$ cat config.mk
export PLATFORM = sky130hd
export DESIGN_NAME = reg_bank16
export DESIGN_NICKNAME = d
export VERILOG_FILES = /design/src/rtl/reg_bank_pkg.sv /design/src/rtl/decoder4_16.sv /design/src/rtl/reg_bank16.sv
export SDC_FILE = /design/constraint.sdc
export NUM_CORES = 1
export LEC_CHECK = 0
export CORE_MARGIN = 2
export CORE_UTILIZATION = 50
export DETAILED_ROUTE_END_ITERATION = 16
export PLACE_DENSITY = 0.81
export SLEW_MARGIN = 20
export SYNTH_ARGS = -nofsm -noshare
export SYNTH_HDL_FRONTEND = slang
export SYNTH_SLANG_ARGS = --single-unit
$ cat constraint.sdc
create_clock -name clk -period 1.9 [get_ports clk]
set_input_delay 0.38 -clock clk [delete_from_list [all_inputs] [get_ports clk]]
set_output_delay 0.38 -clock clk [all_outputs]
set_load 0.02 [all_outputs]
$ cat src/rtl/reg_bank_pkg.sv
// Shared constants and FSM state type for the 16-entry register bank.
package reg_bank_pkg;
    localparam int unsigned NUM_REGS       = 16;
    localparam int unsigned SEL_W          = 4;
    localparam int unsigned DEFAULT_DATA_W = 16;

    typedef enum logic {
        IDLE,
        CLEAR
    } state_t;
endpackage

$ cat src/rtl/decoder4_16.sv
// Combinational 4-to-16 one-hot decoder with enable.
module decoder4_16
    import reg_bank_pkg::*;
(
    input  logic [SEL_W-1:0]    idx,
    input  logic                en,
    output logic [NUM_REGS-1:0] onehot
);

    always_comb begin
        onehot = '0;
        if (en) begin
            onehot[idx] = 1'b1;
        end
    end

endmodule

$ cat src/rtl/reg_bank16.sv
// Sixteen-entry register bank with valid/ready write port and a sequential bulk clear.
module reg_bank16
    import reg_bank_pkg::*;
#(
    parameter int unsigned DATA_W   = reg_bank_pkg::DEFAULT_DATA_W,
    parameter bit          ZERO_REG = 1'b1
) (
    input  logic              clk,
    input  logic              rst_n,
    input  logic              wr_valid,
    output logic              wr_ready,
    input  logic [SEL_W-1:0]  wr_sel,
    input  logic [DATA_W-1:0] wr_data,
    output logic              wr_done,
    input  logic              clr_req,
    output logic              clr_busy,
    output logic [DATA_W-1:0] out0,
    output logic [DATA_W-1:0] out1,
    output logic [DATA_W-1:0] out2,
    output logic [DATA_W-1:0] out3,
    output logic [DATA_W-1:0] out4,
    output logic [DATA_W-1:0] out5,
    output logic [DATA_W-1:0] out6,
    output logic [DATA_W-1:0] out7,
    output logic [DATA_W-1:0] out8,
    output logic [DATA_W-1:0] out9,
    output logic [DATA_W-1:0] out10,
    output logic [DATA_W-1:0] out11,
    output logic [DATA_W-1:0] out12,
    output logic [DATA_W-1:0] out13,
    output logic [DATA_W-1:0] out14,
    output logic [DATA_W-1:0] out15
);

    state_t              state, state_nxt;
    logic [SEL_W-1:0]    cnt, cnt_nxt;
    logic                wr_accept;
    logic [NUM_REGS-1:0] wr_en, clr_en, ld_en;
    logic [DATA_W-1:0]   regs [NUM_REGS];

    assign wr_accept = wr_valid && wr_ready;

    always_comb begin
        state_nxt = state;
        cnt_nxt   = cnt;
        case (state)
            IDLE: begin
                if (clr_req) begin
                    state_nxt = CLEAR;
                    cnt_nxt   = '0;
                end
            end
            CLEAR: begin
                cnt_nxt = cnt + 1'b1;
                if (cnt == SEL_W'(NUM_REGS - 1)) begin
                    state_nxt = IDLE;
                end
            end
            default: begin
                state_nxt = IDLE;
                cnt_nxt   = '0;
            end
        endcase
    end

    // Handshake flags are registered from the next state so they read 0 during reset
    // yet still track the state register exactly once running.
    always_ff @(posedge clk or negedge rst_n) begin
        if (!rst_n) begin
            state    <= IDLE;
            cnt      <= '0;
            wr_ready <= 1'b0;
            clr_busy <= 1'b0;
            wr_done  <= 1'b0;
        end else begin
            state    <= state_nxt;
            cnt      <= cnt_nxt;
            wr_ready <= (state_nxt == IDLE);
            clr_busy <= (state_nxt == CLEAR);
            wr_done  <= wr_accept;
        end
    end

    decoder4_16 u_wr_dec (
        .idx    (wr_sel),
        .en     (wr_accept),
        .onehot (wr_en)
    );

    decoder4_16 u_clr_dec (
        .idx    (cnt),
        .en     (state == CLEAR),
        .onehot (clr_en)
    );

    always_comb begin
        ld_en = wr_en | clr_en;
        if (ZERO_REG) begin
            ld_en[0] = 1'b0;
        end
    end

    always_ff @(posedge clk or negedge rst_n) begin
        if (!rst_n) begin
            for (int unsigned i = 0; i < NUM_REGS; i++) begin
                regs[i] <= '0;
            end
        end else begin
            for (int unsigned i = 0; i < NUM_REGS; i++) begin
                if (ld_en[i]) begin
                    regs[i] <= clr_en[i] ? '0 : wr_data;
                end
            end
        end
    end

    assign out0  = regs[0];
    assign out1  = regs[1];
    assign out2  = regs[2];
    assign out3  = regs[3];
    assign out4  = regs[4];
    assign out5  = regs[5];
    assign out6  = regs[6];
    assign out7  = regs[7];
    assign out8  = regs[8];
    assign out9  = regs[9];
    assign out10 = regs[10];
    assign out11 = regs[11];
    assign out12 = regs[12];
    assign out13 = regs[13];
    assign out14 = regs[14];
    assign out15 = regs[15];

endmodule

---- After elaboration in Yosys (flattened, before gate mapping) ----
Cells that the tools add are included.
cells by class
  reduce and logical (&&, ||, !) cells .... 3
  $lt $le $gt $ge ......................... 4
  equality and inequality tests ........... 2
  mux-type cells .......................... 26
  $add $sub $neg .......................... 1
  bitwise gates (word level) .............. 3
operators by type and width
  cell                   number
  $mux W16               17
  $or A16 B16 Y16        1
  $lt A4 B5 Y1 const B   2
  $demux W1 S4           2
  $ge A4 B1 Y1 const B   2
  $pmux W4 S2            1
  $add A4 B1 Y4 const B  1
  $eq A4 B4 Y1 const B   1
  $mux W1                4
  $mux W4                1
  $logic_and A1 B1 Y1    3
  $ne A2 B2 Y1 const B   1
  $not A1 Y1             2
  $pmux W1 S2            1
word-level totals
  input bits .............................. 24
  register bits after elaboration ......... 247
  output and inout bits ................... 259
  logic and storage cells ................. 58

---- Longest topological paths before layout ----
  depth in word-level cells ............... 6
  depth in mapped cells ................... 6
  gate-level depth less buffers ........... 4

---- Modules after synthesis ----
Synthesis repeated with hierarchy kept, for this count alone.
second synthesis, totals
  cell total of the unflattened synthesis .. 882
  area, all modules ....................... 10655.2 um^2
by module, submodules not included
  module                    cells an instance  times used  area an instance (um^2)  sequential area each (um^2)
  reg_bank16                836                1           10417.5                  6180.9
  decoder4_16 at u_clr_dec  23                 1           120.1                    0.0
  decoder4_16 at u_wr_dec   23                 1           117.6                    0.0

---- Least setup slack after synthesis ----
OpenSTA, ideal clock, no wires.
  path kind ............................... register -> register
  from .................................... reg wr_ready
  to ...................................... reg regs, in the netlist out3[11]
  data required time ...................... 1.776 ns
  buffers on the path ..................... 3
  setup time .............................. 0.124 ns
  clock period less this slack ............ 1.442 ns
  cell stages (with the launch flop) ...... 7
  data arrival time ....................... 1.318 ns
  path slack .............................. 0.458 ns
  path through ............................ dfrtp_1 buf_2 nand4bb_1 buf_4 clkbuf_2 o21ai_0 a21boi_1
between the ends
  cells in the longest elaborated chain, start to end .. 3
RTL lines
  what                             RTL line           source
  from (decl)                      reg_bank16.sv:11   output logic wr_ready,
  from (signal assigned)           reg_bank16.sv:78   wr_ready <= (state_nxt == IDLE);
  $logic_and A1 B1 Y1              reg_bank16.sv:41   assign wr_accept = wr_valid && wr_ready;
  $mux W16                         decoder4_16.sv:12  if (en) begin
  $or A16 B16 Y16                  reg_bank16.sv:97   ld_en = wr_en | clr_en;
  to (signal, indexed assignment)  reg_bank16.sv:111  regs[i] <= clr_en[i] ? '0 : wr_data;
  to (decl)                        reg_bank16.sv:39   logic [DATA_W-1:0] regs [NUM_REGS];
No other way between the ends.
A chain may end at the register's enable or synchronous reset.

---- Worst setup path in the final report ----
  from .................................... reg regs, in the netlist out14[1]
  to ...................................... out out14[1]
RTL lines
  what       RTL line          source
  to (decl)  reg_bank16.sv:31  output logic [DATA_W-1:0] out14,
No word-level cell between the ends.

==> impl_metrics.env <==
export IMPL_status="complete, no violations"
export IMPL_endpoint_kind="output pin"
export IMPL_synth_edf_count=0
export IMPL_io_buffers=266
export IMPL_grt_pass1_wl_um=60100
export IMPL_avgRoutedWirePerCell_um=22.7
export IMPL_synth_area_um2=11600
export IMPL_max_freq_ghz=0.533
export IMPL_post_place_ws_ns=-0.0831
export IMPL_grt_ovfl_total=0
export IMPL_root_buffer="clkbuf_16"
export IMPL_hold_violations=0
export IMPL_drt_pass1_iterations=5
export IMPL_syn2layout_area_growth_pct=36.7
export IMPL_avgSynthCellArea_um2=9.91
export IMPL_synth_most_common_cell="dfrtp_1"
export IMPL_cts_setup_buffers=0
export IMPL_wl_um=39600
export IMPL_worstPathRequired_ns=1.52
export IMPL_setup_viol=0
export IMPL_dieArea_um2=24500
export IMPL_critPathTopFamily="buffers and inverters"
export IMPL_critical_path_buf_inv_count=1
export IMPL_final_setup_skew_ns=0.0242
export IMPL_track_usage_pct=31.8
export IMPL_die_w_um=157
export IMPL_place_gp_congestion=0.819
export IMPL_post_route_worst_setup_slack_ns=0.0243
export IMPL_antenna_left=0
export IMPL_cts_htree_levels=1
export IMPL_rows=55
export IMPL_hp_class="in2async"
export IMPL_drive_above_1_share_pct=9.71
export IMPL_crit_arrival_ns=1.50
export IMPL_dr_first_iter_drc_count=1008
export IMPL_fin_nets=1442
export IMPL_critPathMaxFanout=2
export IMPL_synth_main_ff_cell="dfrtp_1"
export IMPL_antenna_found_initial=1
export IMPL_slew_violations=0
export IMPL_die_y_um=157
export IMPL_synth_seq_cells=247
export IMPL_cap_violations=0
export IMPL_cp_cell_sequence="clkdlybuf4s50_1"
export IMPL_ys_warn_count=0
export IMPL_slew_headroom_pct=60.4
export IMPL_cp_start_kind="flip-flop"
export IMPL_clock_latency_ns=0.54
export IMPL_total_power_mw=17.4
export IMPL_synth_top_cell_area_share_pct=53.1
export IMPL_worstMarginPinSlew_ns=0.591
export IMPL_grt_max_degree=65
export IMPL_num_vias=10700
export IMPL_io_pins=283
export IMPL_synth_cell_types=34
export IMPL_final_min_clock_period_ns=1.88
export IMPL_coreArea_um2=22800
export IMPL_p_per_area_nw_per_um2=1090
export IMPL_slowest_delay_ns=0.61
export IMPL_seq_area_frac_synth_pct=53.1
export IMPL_leakage_nw=8.59
export IMPL_initial_core_util_pct=51.1
export IMPL_avgViaCountPerCell=6.15
export IMPL_synth_top_cell_by_area="dfrtp_1"
export IMPL_cts_tree="done"
export IMPL_synthTopCellsByCount="247 x dfrtp_1, 244 x nand3_1, 242 x o21ai_0"
export IMPL_drt_drc_violations_left=0
export IMPL_synthArstFlopShare_pct=100
export IMPL_ir_drop_v=0.000598
export IMPL_synthTopCellsByArea="dfrtp_1 53%, a21boi_1 12%, nand3_1 10%"
export IMPL_critPathKind="reg2out"
export IMPL_clockBufferDepth=3
export IMPL_cts_reportedPaths_clkPinSlew_ns=0.06
export IMPL_finalCritPeriodShare_pct=98.7
export IMPL_cpMaxStageDelayCell="clkdlybuf4s50_1"
export IMPL_fillers=1729
export IMPL_hpwl_um=24600
export IMPL_grt_pass1_vias=10300
export IMPL_numClockSinks=247
export IMPL_cts_buffers=25
export IMPL_synth_cells=1176
-- final cells by class --
| type | instances | area (µm²) | share of cell area [%] |
|---|---|---|---|
| sequential | 247 | 6180 | 38.8 |
| multi-input combinational | 786 | 4700 | 29.5 |
| timing repair buffer | 351 | 3810 | 24.0 |
| clock buffer | 38 | 734 | 4.61 |
| tap | 313 | 392 | 2.46 |
| clock inverter | 7 | 88.8 | 0.558 |
| inverter | 3 | 11.3 | 0.0707 |
| antenna | 1 | 2.50 | 0.0157 |
-- routing by layer --
metal,routed length [µm],GRT usage [%],part of all wire (%)
met3,4650,7.34,12
met1,15200,44.1,39
met2,18000,48.6,45
met4,1700,12.8,4.3
met5,0,0,0
-- power breakdown --
part / switching, mW / internal [mW] / leakage (nW)
Clock: 2.09 / 2.93 / 0.408
Sequential: 0.659 / 6.16 / 3.42
Combinational: 3.14 / 2.40 / 4.77
Total: 5.89 / 11.5 / 8.59
-- registers in the layout (all words and copies together) (netlist names), 4 cells and up --
| name | flops |
|---|---|
| out10 | 16 |
| out8 | 16 |
| out13 | 16 |
| out6 | 16 |
| cnt | 4 |
| out2 | 16 |
| out4 | 16 |
| out9 | 16 |
| out5 | 16 |
| out11 | 16 |
| out15 | 16 |
| out1 | 16 |
| out3 | 16 |
| out14 | 16 |
| out12 | 16 |
| out7 | 16 |
-- kinds of logic after synthesis --
kind of cell	count (synthesis)	share of synthesized area, %
AOI/OAI and AO/OA	485	26.1
and+or+nand+nor	279	12.8
DFF	247	53.1
buffers and inverters	158	7.45
adders and majority gates	4	0.430
xor gates and xnor gates	2	0.150
other	1	0.0322
-- through the flow --
| step | instances | setup TNS (ns) | cell area, µm² | hold WS, ns | utilization, % |
|---|---|---|---|---|---|
| 6_report | 1746 | 0 | 15900 | 0.349 | 69.9 |
| 5_1_grt | 1746 | -0.000634 | 15900 | 0.378 | 69.9 |
| 4_1_cts | 1745 | 0 | 15700 | 0.357 | 69.0 |
| 3_5_place_dp | 1699 | -3.98 | 15000 | 0.327 | 65.8 |
| 3_3_place_gp | 1699 | -0.781 | 15000 | 0.325 | 65.8 |
| 2_1_floorplan | 1191 | 0 | 11700 | 0.0844 | - |
-- layout by cell type, fill, tap and decap left out, drive strengths merged --
master / count
o31ai: 1
and4bb: 1
o21ai: 242
a21boi: 240
clkinv: 4
dlygate4sd2: 86
nor3b: 1
bufinv: 2
nor2: 2
xnor2: 1
and2: 2
and4: 1
dfrtp: 247
xor2: 1
dlymetal6s2s: 80
nor3: 1
diode: 1
nand3: 244
nand2: 3
nand4b: 10
nand4: 5
nand4bb: 1
buf: 85
clkbuf: 38
nor2b: 2
inv: 4
nand2b: 3
ha: 4
clkdlybuf4s50: 99
or2: 1
a21o: 2
and4b: 2
dlygate4sd3: 1
conb: 16
-- what timing repair did --
item / 4_1_cts / 5_1_grt
endpoints found under the hold margin: 42 / 0
hold buffers: 1 / 0
gates resized for setup: 87 / 80
endpoints found under the setup margin: 86 / 80
-- final timing paths --
kind / startpoint / end / slack [ns] / cells after the start
max in group asynchronous: rst_n / out6[6]$_DFFE_PN0P_ / 0.87 / 3
worst min-delay path: rst_n / out9[3]$_DFFE_PN0P_ / 0.35 / 2
worst min register to register: out4[5]$_DFFE_PN0P_ / out4[5]$_DFFE_PN0P_ / 0.54 / 2
min in group clk: clr_req / cnt[1]$_DFFE_PN0P_ / 0.53 / 2
worst max-delay path: out14[1]$_DFFE_PN0P_ / out14[1] / 0.02 / 1
worst max register to register: cnt[0]$_DFFE_PN0P_ / out12[5]$_DFFE_PN0P_ / 0.22 / 5
(Power assumes the default switching activity.)
